$ cat src/rtl/subterranean_axi4_lite_cmd_master.sv
// Command-to-AXI4-Lite bridge for the Subterranean slave: one operation write per command,
// an optional read-back of the output buffer, and exactly one response per command.
module subterranean_axi4_lite_cmd_master #(
  parameter int unsigned READ_DELAY = 4,
  parameter int unsigned TIMEOUT    = 255
) (
  input  logic        aclk,
  input  logic        aresetn,
  input  logic        cmd_valid,
  output logic        cmd_ready,
  input  logic [3:0]  cmd_op,
  input  logic [1:0]  cmd_size,
  input  logic [31:0] cmd_data,
  input  logic        cmd_read,
  output logic        rsp_valid,
  input  logic        rsp_ready,
  output logic [31:0] rsp_data,
  output logic        rsp_err,
  output logic        rsp_timeout,
  output logic [7:0]  m_axi_awaddr,
  output logic [2:0]  m_axi_awprot,
  output logic        m_axi_awvalid,
  input  logic        m_axi_awready,
  output logic [31:0] m_axi_wdata,
  output logic [3:0]  m_axi_wstrb,
  output logic        m_axi_wvalid,
  input  logic        m_axi_wready,
  input  logic [1:0]  m_axi_bresp,
  input  logic        m_axi_bvalid,
  output logic        m_axi_bready,
  output logic [7:0]  m_axi_araddr,
  output logic [2:0]  m_axi_arprot,
  output logic        m_axi_arvalid,
  input  logic        m_axi_arready,
  input  logic [31:0] m_axi_rdata,
  input  logic [1:0]  m_axi_rresp,
  input  logic        m_axi_rvalid,
  output logic        m_axi_rready
);

  typedef enum logic [2:0] {
    S_IDLE, S_WRITE, S_WRESP, S_GAP, S_READ, S_RDATA, S_RESP
  } state_t;

  localparam logic        WD_EN    = (TIMEOUT != 0);
  localparam logic [15:0] WD_LAST  = 16'(TIMEOUT - 1);
  localparam logic [7:0]  GAP_LOAD = 8'(READ_DELAY);

  state_t      state;
  logic [15:0] wd_cnt;
  logic [7:0]  gap_cnt;
  logic        aw_done;
  logic        w_done;
  logic        rd_after;

  logic aw_hs, w_hs, wd_expired, partial_op;
  logic unused_resp;

  assign aw_hs       = m_axi_awvalid & m_axi_awready;
  assign w_hs        = m_axi_wvalid & m_axi_wready;
  assign wd_expired  = WD_EN && (wd_cnt == WD_LAST);
  assign partial_op  = (cmd_op == 4'd2) || (cmd_op == 4'd4) || (cmd_op == 4'd6);
  // Only the upper response bit distinguishes SLVERR/DECERR from OKAY/EXOKAY.
  assign unused_resp = ^{m_axi_bresp[0], m_axi_rresp[0]};

  assign m_axi_awprot = 3'b000;
  assign m_axi_arprot = 3'b000;

  always_ff @(posedge aclk) begin
    if (!aresetn) begin
      state         <= S_IDLE;
      wd_cnt        <= '0;
      gap_cnt       <= '0;
      aw_done       <= 1'b0;
      w_done        <= 1'b0;
      rd_after      <= 1'b0;
      cmd_ready     <= 1'b0;
      rsp_valid     <= 1'b0;
      rsp_data      <= '0;
      rsp_err       <= 1'b0;
      rsp_timeout   <= 1'b0;
      m_axi_awaddr  <= '0;
      m_axi_awvalid <= 1'b0;
      m_axi_wdata   <= '0;
      m_axi_wstrb   <= '0;
      m_axi_wvalid  <= 1'b0;
      m_axi_bready  <= 1'b0;
      m_axi_araddr  <= '0;
      m_axi_arvalid <= 1'b0;
      m_axi_rready  <= 1'b0;
    end else begin
      m_axi_wstrb  <= 4'hF;
      m_axi_araddr <= 8'h80;
      case (state)
        S_IDLE: begin
          if (cmd_valid && cmd_ready) begin
            cmd_ready   <= 1'b0;
            rsp_err     <= 1'b0;
            rsp_timeout <= 1'b0;
            rsp_data    <= '0;
            rd_after    <= cmd_read;
            wd_cnt      <= '0;
            if (cmd_op > 4'd8) begin
              rsp_err   <= 1'b1;
              rsp_valid <= 1'b1;
              state     <= S_RESP;
            end else if (cmd_op == 4'd8) begin
              m_axi_arvalid <= 1'b1;
              state         <= S_READ;
            end else begin
              m_axi_awaddr  <= {cmd_op, (partial_op ? cmd_size : 2'b00), 2'b00};
              m_axi_wdata   <= cmd_data;
              m_axi_awvalid <= 1'b1;
              m_axi_wvalid  <= 1'b1;
              aw_done       <= 1'b0;
              w_done        <= 1'b0;
              state         <= S_WRITE;
            end
          end else begin
            cmd_ready <= 1'b1;
          end
        end
        S_WRITE: begin
          if (aw_hs) begin
            m_axi_awvalid <= 1'b0;
            aw_done       <= 1'b1;
          end
          if (w_hs) begin
            m_axi_wvalid <= 1'b0;
            w_done       <= 1'b1;
          end
          // A handshake landing in the expiry cycle still counts as success.
          if ((aw_done || aw_hs) && (w_done || w_hs)) begin
            m_axi_bready <= 1'b1;
            wd_cnt       <= '0;
            state        <= S_WRESP;
          end else if (wd_expired) begin
            m_axi_awvalid <= 1'b0;
            m_axi_wvalid  <= 1'b0;
            rsp_err       <= 1'b1;
            rsp_timeout   <= 1'b1;
            rsp_valid     <= 1'b1;
            state         <= S_RESP;
          end else begin
            wd_cnt <= wd_cnt + 16'd1;
          end
        end
        S_WRESP: begin
          if (m_axi_bvalid && m_axi_bready) begin
            m_axi_bready <= 1'b0;
            rsp_err      <= rsp_err | m_axi_bresp[1];
            if (rd_after) begin
              gap_cnt <= GAP_LOAD;
              state   <= S_GAP;
            end else begin
              rsp_valid <= 1'b1;
              state     <= S_RESP;
            end
          end else if (wd_expired) begin
            m_axi_bready <= 1'b0;
            rsp_err      <= 1'b1;
            rsp_timeout  <= 1'b1;
            rsp_valid    <= 1'b1;
            state        <= S_RESP;
          end else begin
            wd_cnt <= wd_cnt + 16'd1;
          end
        end
        S_GAP: begin
          if (gap_cnt == 8'd0) begin
            m_axi_arvalid <= 1'b1;
            wd_cnt        <= '0;
            state         <= S_READ;
          end else begin
            gap_cnt <= gap_cnt - 8'd1;
          end
        end
        S_READ: begin
          if (m_axi_arvalid && m_axi_arready) begin
            m_axi_arvalid <= 1'b0;
            m_axi_rready  <= 1'b1;
            wd_cnt        <= '0;
            state         <= S_RDATA;
          end else if (wd_expired) begin
            m_axi_arvalid <= 1'b0;
            rsp_err       <= 1'b1;
            rsp_timeout   <= 1'b1;
            rsp_valid     <= 1'b1;
            state         <= S_RESP;
          end else begin
            wd_cnt <= wd_cnt + 16'd1;
          end
        end
        S_RDATA: begin
          if (m_axi_rvalid && m_axi_rready) begin
            m_axi_rready <= 1'b0;
            rsp_data     <= m_axi_rdata;
            rsp_err      <= rsp_err | m_axi_rresp[1];
            rsp_valid    <= 1'b1;
            state        <= S_RESP;
          end else if (wd_expired) begin
            m_axi_rready <= 1'b0;
            rsp_err      <= 1'b1;
            rsp_timeout  <= 1'b1;
            rsp_valid    <= 1'b1;
            state        <= S_RESP;
          end else begin
            wd_cnt <= wd_cnt + 16'd1;
          end
        end
        S_RESP: begin
          if (rsp_ready) begin
            rsp_valid <= 1'b0;
            cmd_ready <= 1'b1;
            state     <= S_IDLE;
          end
        end
        default: state <= S_IDLE;
      endcase
    end
  end

endmodule
$ cat config.mk
export PLATFORM = sky130hd
export DESIGN_NAME = subterranean_axi4_lite_cmd_master
export DESIGN_NICKNAME = d
export VERILOG_FILES = /design/src/rtl/subterranean_axi4_lite_cmd_master.sv
export SDC_FILE = /design/constraint.sdc
export NUM_CORES = 1
export LEC_CHECK = 0
export ABC_CLOCK_PERIOD_IN_PS = 5400
export CAP_MARGIN = 5
export CORE_AREA = 2 2 149 93
export CTS_CLUSTER_DIAMETER = 200
export DETAILED_ROUTE_END_ITERATION = 16
export DIE_AREA = 0 0 151 95
export GPL_TIMING_DRIVEN = 0
export HOLD_SLACK_MARGIN = 0.06
export PLACE_DENSITY = 0.72
export SYNTH_ARGS = -nofsm -noshare
export SYNTH_HDL_FRONTEND = slang
export SYNTH_SLANG_ARGS = --single-unit
$ cat constraint.sdc
create_clock -name aclk -period 5.4 [get_ports aclk]
set_input_delay 1.35 -clock aclk [delete_from_list [all_inputs] [get_ports aclk]]
set_output_delay 1.35 -clock aclk [all_outputs]
set_load 0.01 [all_outputs]
==> impl_summary.log <==
[metrics] post-CTS setup buffers: 0
[metrics] clock tree from TritonCTS: yes
[metrics] Hold Path Depth: 2
[metrics] clock network latency to the later pin of the worst-skew pair: between 0.3 and 0.4 ns
[metrics] synthesized netlist cell count: 630
[metrics] vias in the first global route: around 4,800
[metrics] DPL Wire Length: between 10 and 15 mm
[metrics] end of the worst hold path: rsp_data[16]$_SDFFE_PN0P_
[metrics] Post-Route Skew: 0.006796 ns
[metrics] crit end category: register
[metrics] Synth Register Bits: 110
[metrics] total power divided by cell area: around 280 nW/um^2
[metrics] post-route worst hold slack: about 0.47 ns
[metrics] area share of the largest cell type after synthesis: a little over two fifths
[metrics] count of synthesis-stage warnings from yosys: 0
[metrics] total wire length: between 15 and 20 mm
[metrics] area growth from synthesis to layout: 43.81%
[metrics] RSZ-0062 raised after global routing: no
[metrics] Critical Path Start Type: primary input
[metrics] CTS Buffer Depth: 2
[metrics] cell at the root of the clock tree: sky130_fd_sc_hd__clkbuf_16
[metrics] count of distinct cell types in the synthesized netlist: between 50 and 60
[metrics] proportion of synthesized chip area in sequential cells: between 40% and 50%
[metrics] worst path required time: roughly 5.6 ns
[metrics] Reg clk slew, reported paths: 0.07 ns
[metrics] via density per instance: 5.169
[metrics] number of vias in the routed layout: 5,164
[metrics] pin count of the biggest net entering global routing: 20
[metrics] result of the run: finished, final reports clean
[metrics] timing-limited maximum frequency: 289.1 MHz
[metrics] post-detailed-route DRC marker count: 0
[metrics] ratio of cells with drive above 1 in the final layout: 5.583%
[metrics] Slew headroom: between 50% and 60%
[metrics] Avg WL per Cell: approximately 16 um
[metrics] number of hold-slack violations in the final timing report: 0
[metrics] leading area contributor after synthesis: sky130_fd_sc_hd__dfxtp_1
[metrics] antenna-violating nets left: 0
[metrics] fin crit share: between 60 and 70%
[metrics] starting density of the core: 38.58%
[metrics] 1st-pass router iterations: 5
[metrics] routability cong.: 0.9557
[metrics] Main synth FF type: sky130_fd_sc_hd__dfxtp_1
[metrics] top post-synthesis cells by area: sky130_fd_sc_hd__dfxtp_1, sky130_fd_sc_hd__a21boi_0, sky130_fd_sc_hd__nand2_1
[metrics] peak ir drop on the vdd network: 202.7 uV
[metrics] Core ar.: 13,130 sq um
[metrics] Setup violations, final: 0
[metrics] Layout Nets: 907
[metrics] number of buffers added to fix hold violations after cts: 0
[metrics] horizontal die dimension: 151 um
[metrics] reported max-cap violation count: 0
[metrics] path class of the lowest-slack min-delay path: reg2reg
[metrics] GRT Resource Usage Total: between 20% and 30%
[metrics] antenna violations before repair: 0
[metrics] synthesized area: 5066 sq um
[metrics] clock sink count: between 100 and 150
[metrics] H-Tree Level Count: 3
[metrics] chip height: about 95 um
[metrics] fraction of synthesis flops using an asynchronous set or reset pin: 0%
[metrics] post-synthesis area per instance: 8.041 sq um
[metrics] number of top-level design ports: roughly 180
[metrics] depth of the most critical reg-to-reg path: 7
[metrics] final-layout setup total negative slack: 0 ns
[metrics] number of diodes: 0
[metrics] wire length of the first global-routing pass: approximately 24 mm
[metrics] capture point of the worst reg-to-reg path: wd_cnt[0]$_SDFFE_PN0P_
[metrics] Static Leak: 2.497 nW
[metrics] count of routing violations after the opening detailed-route iteration: between 300 and 400
[metrics] number of port buffers: roughly 160
[metrics] startpoint of the worst hold path: rsp_data[16]$_SDFFE_PN0P_
[metrics] remaining global-route overflow: 0
[metrics] setup slack of the worst register-to-register path: 2.96 ns
[metrics] Slew Viols, Final: 0
[metrics] Post-synth EDFFs: 0
[metrics] standard-cell row count: 33
[metrics] start of the worst register-to-register path: state[2]$_SDFFE_PN0P_
[metrics] Worst-Margin Slew: ~0.66 ns
[metrics] crit path time final: 3.459 ns
[metrics] highest fanout seen on the critical path: 10
[metrics] crit path DAT: ~3.7 ns
[metrics] area of the die: between 10,000 and 15,000 sq um
[metrics] post-cts sizing count: 0
[metrics] classification of the worst setup path: in2reg
[metrics] total clock buffers created by CTS: 9
[critical path: stages]
cell and delay (ns):
sky130_fd_sc_hd__clkdlybuf4s50_1 0.45, sky130_fd_sc_hd__nand2_1 0.23, sky130_fd_sc_hd__a22oi_1 0.40, sky130_fd_sc_hd__nand3_1 0.17
sky130_fd_sc_hd__o21ai_1 0.55, sky130_fd_sc_hd__clkbuf_1 0.43, sky130_fd_sc_hd__nor2_1 0.10
[where the power goes]
part / internal [mW] / switching, mW
registers: 0.847 / 0.0286
clock network: 0.366 / 0.316
logic: 0.205 / 0.280
total: 1.42 / 0.624
[cells in the final DEF, fill, tap and decap left out, types with 5 or more instances in the layout]
master                              n
sky130_fd_sc_hd__o21ai_0           23
sky130_fd_sc_hd__conb_1            15
sky130_fd_sc_hd__and2_1             5
sky130_fd_sc_hd__a21boi_0          74
sky130_fd_sc_hd__buf_2              5
sky130_fd_sc_hd__or4_1              7
sky130_fd_sc_hd__nand2_1          134
sky130_fd_sc_hd__inv_1              9
sky130_fd_sc_hd__and3_1             6
sky130_fd_sc_hd__clkbuf_1          36
sky130_fd_sc_hd__nor2_1            28
sky130_fd_sc_hd__a21oi_1           26
sky130_fd_sc_hd__o31ai_1            8
sky130_fd_sc_hd__nor3_1            12
sky130_fd_sc_hd__xnor2_1            6
sky130_fd_sc_hd__or3_1              9
sky130_fd_sc_hd__nand4_1            7
sky130_fd_sc_hd__clkbuf_16          9
sky130_fd_sc_hd__clkdlybuf4s50_1  164
sky130_fd_sc_hd__a31oi_1            6
sky130_fd_sc_hd__dfxtp_1          110
sky130_fd_sc_hd__nand3_1           40
sky130_fd_sc_hd__buf_4             19
[metrics by stage]
step           instance area [sq um]  total power, mW  util [%]  setup slack [ns]  std cells
2_1_floorplan                   5119            1.160         -             2.562        644
3_3_place_gp                    6979            1.361     53.15             1.658        983
3_5_place_dp                    6979            1.369     53.15             1.628        983
4_1_cts                         7286            2.053     55.49             2.024        999
5_1_grt                         7286            2.135     55.49             1.811        999
6_report                        7286            2.042     55.49             1.941        999
[Yosys cell counts, drive strengths merged, types with 4 or more instances]
cell type / instances
clkbuf: 36
a211oi: 4
or4: 7
nor2: 28
a21oi: 26
nor2b: 4
inv: 9
a21boi: 74
buf: 28
o31ai: 8
and2: 6
nand2: 134
nand4: 7
nand3: 40
o21ai: 24
xnor2: 6
nor3: 13
dfxtp: 110
a31oi: 6
or3: 9
ha: 4
and3: 6
nor4: 4
[routing by layer]
layer  GRT usage [%]  vias to the layer above  wire length, um
met2           33.07                      228             6780
met3           8.696                       14             1846
met1           28.84                     2383             6882
met4           5.685                        0              134
met5               0                        -                0
li1                -                     2539                -
[area by class of cell]
cell class,instances,area (sq um)
Fill cell,1210,5844
Buffer,64,317.8
Sequential cell,110,2202
Inverter,9,33.78
Multi-Input combinational cell,461,2565
Timing Repair Buffer,164,1642
Tap cell,175,219.0
Clock inverter,7,81.33
Clock buffer,9,225.2
[cell families (layout without fill, tap and decap cells)]
group,after synthesis,count (layout),synth area share [%]
simple gates,266,266,24.18
compound gates,167,167,22.80
flops,110,110,43.47
buf+inv,73,253,6.940
xor+xnor,9,9,1.556
fa+ha+maj,4,4,0.9879
other cells,1,15,0.07402
[how the worst max path moves through the flow]
stage / start / endpoint / slack (ns) / cells past startpoint
4_1_cts: m_axi_rvalid / wd_cnt[0]$_SDFFE_PN0P_ / 2.02 / 8
3_3_place_gp: m_axi_rvalid / wd_cnt[11]$_SDFFE_PN0P_ / 1.66 / 8
3_5_place_dp: m_axi_rvalid / wd_cnt[0]$_SDFFE_PN0P_ / 1.63 / 8
2_1_floorplan: m_axi_rvalid / wd_cnt[15]$_SDFFE_PN0P_ / 2.56 / 7
6_report: cmd_valid / wd_cnt[0]$_SDFFE_PN0P_ / 1.94 / 7
5_1_grt: m_axi_rvalid / wd_cnt[11]$_SDFFE_PN0P_ / 1.81 / 8
[sequential cells by signal (all words and copies together), names as in the netlist]
signal / count
rsp_valid: 1
rd_after: 1
m_axi_bready: 1
rsp_err: 1
m_axi_awaddr: 6
m_axi_awvalid: 1
m_axi_rready: 1
gap_cnt: 8
rsp_timeout: 1
state: 3
w_done: 1
cmd_ready: 1
m_axi_arvalid: 1
aw_done: 1
m_axi_wdata: 32
m_axi_wvalid: 1
rsp_data: 32
wd_cnt: 16
m_axi_wstrb: 1
No activity file was read; power rests on OpenSTA's default activity.
==> patch 1, RTL diff (config.mk and constraints unchanged) <==
The 7 states of `state_t` get a one-hot encoding in 7 bits.
--- a/src/rtl/subterranean_axi4_lite_cmd_master.sv
+++ b/src/rtl/subterranean_axi4_lite_cmd_master.sv
@@ -38,8 +38,8 @@
   output logic        m_axi_rready
 );
 
-  typedef enum logic [2:0] {
-    S_IDLE, S_WRITE, S_WRESP, S_GAP, S_READ, S_RDATA, S_RESP
+  typedef enum logic [6:0] {
+    S_IDLE = 7'b0000001, S_WRITE = 7'b0000010, S_WRESP = 7'b0000100, S_GAP = 7'b0001000, S_READ = 7'b0010000, S_RDATA = 7'b0100000, S_RESP = 7'b1000000
   } state_t;
 
   localparam logic        WD_EN    = (TIMEOUT != 0);
Behaviour: same outputs for any inputs over 4 cycles, from zero or initial values and one cycle with aresetn low; so few cycles prove little.
==> patch 1 against the unedited design <==
Worst setup slack got worse by 0.27 ns. Hold slack better by 0.0017 ns. Wire length down 3.1%. Cell area is 3.6% higher. Count of clock-buffer cells in the layout up 9. Power grew 30%. Clock power rose by 63%. Synthesized area decreased by 0.79%. Sequential cell count increased by 4. Global-route usage fell by 0.13 points. Critical endpoint unchanged.
==> patch 1: results (changes against the unedited design) <==
Status -> finished, final reports clean (unchanged)
Hold path startpoint -> m_axi_awaddr[2] (was rsp_data[16])
NetSw -> 803.2 uW (was 624.3 uW)
Clock transition at the registers of the reported paths -> 0.05 ns (was 0.07 ns)
Via density -> 5.160 (was 5.169)
Final setup margin -> 1.668 ns (was 1.941 ns)
Delay-heaviest family, CP -> buffers and inverters (was compound AO/OA/AOI/OAI gates)
CTS Buf Count -> 17 (was 9)
Hold Path End -> m_axi_awaddr[2] (was rsp_data[16])
Pin count of the biggest net entering global routing -> 17 (was 20)
Xor/xnor cell area share of the yosys netlist -> 1.917% (was 1.556%)
Number of fill cells -> 1145 (was 1210)
Dpl cells -> 931 (was 983)
Pin slew with the least headroom to its limit -> 1.203 ns (was 0.6626 ns)
H-tree Lvls -> 4 (was 3)
Slowest cell on the critical path -> o21ai_0 (was o21ai_1)
Final instance count without filler cells -> 964 (was 999)
Reg2Reg Setup Slack -> 2.09 ns (was 2.96 ns)
Lkg Pwr -> 2.637 nW (was 2.497 nW)
Cell count after synthesis -> 577 (was 630)
Clk cell area share -> 7.843% (was 4.207%)
#MultiIn Comb -> 420 (was 461)
Slowest Stage Delay on Critical Path -> 0.58 ns (was 0.55 ns)
Most common library cells after synthesis -> 114 x dfxtp_1, 90 x nand2_1, 43 x a21boi_0, 35 x nor2b_1 (was 134 x nand2_1, 110 x dfxtp_1, 74 x a21boi_0, 40 x nand3_1, 36 x clkbuf_1)
Area fraction in compound gates after synthesis -> 19.89% (was 22.80%)
RePlAce Congestion -> 0.9507 (was 0.9557)
Vias in the first global route -> 4896 (was 4810)
R2R Path End -> wd_cnt[2] (was wd_cnt[0])
Non-clock buffer count -> 218 (was 228)
Final WL -> 15160 um (was 15640 um)
Share of cells above drive strength 1 -> 8.238% (was 5.583%)
Sink Count -> 114 (was 110)
Gr usage total -> 21.64% (was 21.77%)
Post-Synth Adder-Cell Area -> 0.9958% (was 0.9879%)
-- patch 1: cell types whose count changed after synthesis, sizes merged, moves of 24 or more --
cell | before | now
a22oi | 1 | 34
a21boi | 74 | 44
nand2 | 134 | 90
nand3 | 40 | 16
nor2b | 4 | 35
-- patch 1: logic make-up after synthesis --
logic type / after synthesis
XOR/XNOR: 11
flip-flops: 114
AO/OA/AOI/OAI: 140
AND/OR/NAND/NOR: 249
adder cells (fa/ha/maj): 4
multiplexers: 1
other: 1
buffers and inverters: 57
-- patch 1: routing by layer --
metal	part of all wire, %	wire [um]	up-vias	GRT usage [%]
li1	-	-	2418	-
met1	43	6525	2315	26.95
met2	45	6804	217	33.67
met3	11	1624	24	9.517
met4	1.3	203	0	7.165
met5	0	0	-	0
-- patch 1: power by group through the flow --
stage,Combinational (mW),Sequential (mW),Clock [mW]
after global placement,0.592,0.932,0
after floorplan,0.350,0.944,0
after global routing,0.675,0.923,1.16
final,0.618,0.919,1.11
after detailed placement,0.606,0.935,0
after CTS,0.611,0.918,1.13
==> patch 2, RTL diff (same flow settings) <==
Without the edit above. The parameter `TIMEOUT` goes from 255 to 191.
--- a/src/rtl/subterranean_axi4_lite_cmd_master.sv
+++ b/src/rtl/subterranean_axi4_lite_cmd_master.sv
@@ -2,7 +2,7 @@
 // an optional read-back of the output buffer, and exactly one response per command.
 module subterranean_axi4_lite_cmd_master #(
   parameter int unsigned READ_DELAY = 4,
-  parameter int unsigned TIMEOUT    = 255
+  parameter int unsigned TIMEOUT    = 191
 ) (
   input  logic        aclk,
   input  logic        aresetn,
Function: no difference found for any inputs over 4 cycles, from zero or initial values and one cycle with aresetn low; that may be too few to reach the edited logic, so the function may still have changed.
==> patch 2 against the unedited design <==
Wire length up 0.50%. Synthesized cell count is 1.7% higher. Power rose by 0.93%. Worst setup slack got worse by 0.047 ns. Sequential cell count unchanged. Synthesized area shrank 0.72%. Largest power group unchanged. Cell area decreased by 0.94%. Clock power down 7.9%. Non-clock buffer count is the same. Combinational power rose by 12%.
==> patch 2: results (changes against the unedited design) <==
Status -> finished, final reports clean (unchanged)
Gates resized, CTS repair -> 0 (unchanged)
Share of cells above drive strength 1 -> 6.835% (was 5.583%)
Clock transition at the registers of the reported paths -> 0.07 ns (about the same)
Most common library cells after synthesis -> 120 x nand2_1, 110 x dfxtp_1, 98 x a21oi_1, 43 x nand3_1, 40 x nor2_1 (was 134 x nand2_1, 110 x dfxtp_1, 74 x a21boi_0, 40 x nand3_1, 36 x clkbuf_1)
Peak VDD IR -> 143.7 uV (was 202.7 uV)
Most common cell in the netlist -> nand2_1 (unchanged)
Pin count of the biggest net entering global routing -> 19 (was 20)
Slowest Stage Delay on Critical Path -> 0.72 ns (was 0.55 ns)
Max clock buf depth -> 2 (unchanged)
Worst Hold Class -> reg2reg (unchanged)
Count of port buffers added during placement -> 164 (unchanged)
Warnings, synthesis -> 0 (unchanged)
Setup-failing EPs final -> 0 (unchanged)
Lkg Pwr -> 2.454 nW (was 2.497 nW)
Main flop type after synthesis -> dfxtp_1 (unchanged)
Seq/Total Area, Yosys -> 43.78% (was 43.47%)
RePlAce Congestion -> 0.9479 (was 0.9557)
Minimum clock period -> 3.506 ns (was 3.459 ns)
Yosys cell types -> 61 (was 55)
Clock skew -> 0.005470 ns (was 0.006796 ns)
Slowest cell on the critical path -> nor2_1 (was o21ai_1)
Async SR Flop Fraction -> 0% (unchanged)
Number of fill cells -> 1254 (was 1210)
Initial antenna violation count -> 0 (unchanged)
Gr usage total -> 21.75% (was 21.77%)
Initial DRC count -> 444 (was 354)
Setup TNS -> 0 ns (unchanged)
Post-CTS Repair Setup Buffers -> 0 (unchanged)
Root Buffer -> clkbuf_16 (unchanged)
Delay-heaviest family, CP -> simple AND/OR/NAND/NOR gates (was compound AO/OA/AOI/OAI gates)
Clock Latency Late Sink -> 0.34 ns
CTS Buf Count -> 9 (unchanged)
DP HPWL -> 11950 um (was 11880 um)
Total iterations of the first detailed-routing run -> 6 (was 5)
First-pass GRT wire length -> 24560 um (was 24320 um)
N_diodes -> 0 (unchanged)
Slew HR -> 51.99% (was 55.83%)
Biggest regs -> m_axi_wdata (32), rsp_data (32), wd_cnt (16) (unchanged)
Total internal power -> 1.397 mW (was 1.417 mW)
Vias in the first global route -> 4692 (was 4810)
H-tree Lvls -> 3 (unchanged)
Top cells by area, synth -> dfxtp_1 44%, a21oi_1 9.8%, nand2_1 9.0% (was dfxtp_1 43%, a21boi_0 11%, nand2_1 9.9%)
Worst-path fanout max -> 10 (unchanged)
Crit path DAT -> 3.78 ns (was 3.69 ns)
Routed wire per std cell -> 15.58 um (was 15.66 um)
DR vias -> 5200 (was 5164)
Final nets -> 918 (was 907)
-- patch 2: cell count changes after synthesis, moves of 7 or more --
cell | unedited run | this run
o21ai_0 | 23 | 16
nor4_1 | 4 | 14
a21boi_0 | 74 | 0
a21oi_1 | 26 | 98
nor2_1 | 28 | 40
nand2_1 | 134 | 120
-- patch 2: logic make-up (layout without fill, tap and decap cells) --
| group | Yosys count | in the layout | synth area share [%] |
|---|---|---|---|
| and+or+nand+nor | 273 | 273 | 25.97 |
| AOI/OAI and AO/OA | 161 | 161 | 18.96 |
| DFF | 110 | 110 | 43.78 |
| buffers and inverters | 76 | 255 | 7.413 |
| xor gates and xnor gates | 15 | 15 | 2.612 |
| adders and majority gates | 4 | 4 | 0.9951 |
| other | 1 | 15 | 0.07456 |
| muxes | 1 | 1 | 0.1990 |
-- patch 2: final cells by class --
class	count	area [um^2]	area share [%]
plain buffers	64	327.8	4.542
clock buffers	10	229.0	3.173
clock inverters	5	45.04	0.6241
inverters	12	45.04	0.6241
multi-input cells	469	2507	34.74
flip-flops and latches	110	2202	30.51
well taps	175	219.0	3.034
repair buffers	164	1642	22.75
-- patch 2: routing by layer --
layer | global-route usage (%) | routed length, um
met5 | 0 | 0
met4 | 4.206 | 127
met3 | 7.923 | 1893
met2 | 30.72 | 6222
met1 | 31.65 | 7480
-- patch 2: path summary, 6_finish.rpt --
check	end	cells after the start	startpoint	slack [ns]
hold / removal	rsp_data[11]	2	rsp_data[11]	0.45
setup reg to reg	m_axi_awaddr[4]	7	state[1]	2.90
hold reg to reg	rsp_data[11]	2	rsp_data[11]	0.45
setup / recovery	m_axi_awaddr[4]	6	cmd_valid	1.89
-- patch 2: power by group through the flow --
| stage | Clock, mW | Sequential (mW) | Combinational, mW |
|---|---|---|---|
| detailed placement | 0 | 0.910 | 0.529 |
| finish | 0.628 | 0.893 | 0.540 |
| global placement | 0 | 0.909 | 0.530 |
| global route | 0.679 | 0.900 | 0.590 |
| floorplan | 0 | 0.915 | 0.298 |
| CTS | 0.644 | 0.891 | 0.532 |
-- patch 2: stage by stage --
| stage | instances | utilization (%) | instance area, um^2 | setup WS (ns) | hold WS (ns) |
|---|---|---|---|---|---|
| 3_3_place_gp | 994 | 52.88 | 6943 | 1.605 | 0.4389 |
| 4_1_cts | 1009 | 54.96 | 7217 | 1.963 | 0.4539 |
| 5_1_grt | 1009 | 54.96 | 7217 | 1.691 | 0.4784 |
| 3_5_place_dp | 994 | 52.88 | 6943 | 1.607 | 0.4432 |
| 6_report | 1009 | 54.96 | 7217 | 1.894 | 0.4527 |
| 2_1_floorplan | 655 | - | 5082 | 2.686 | 0.4578 |
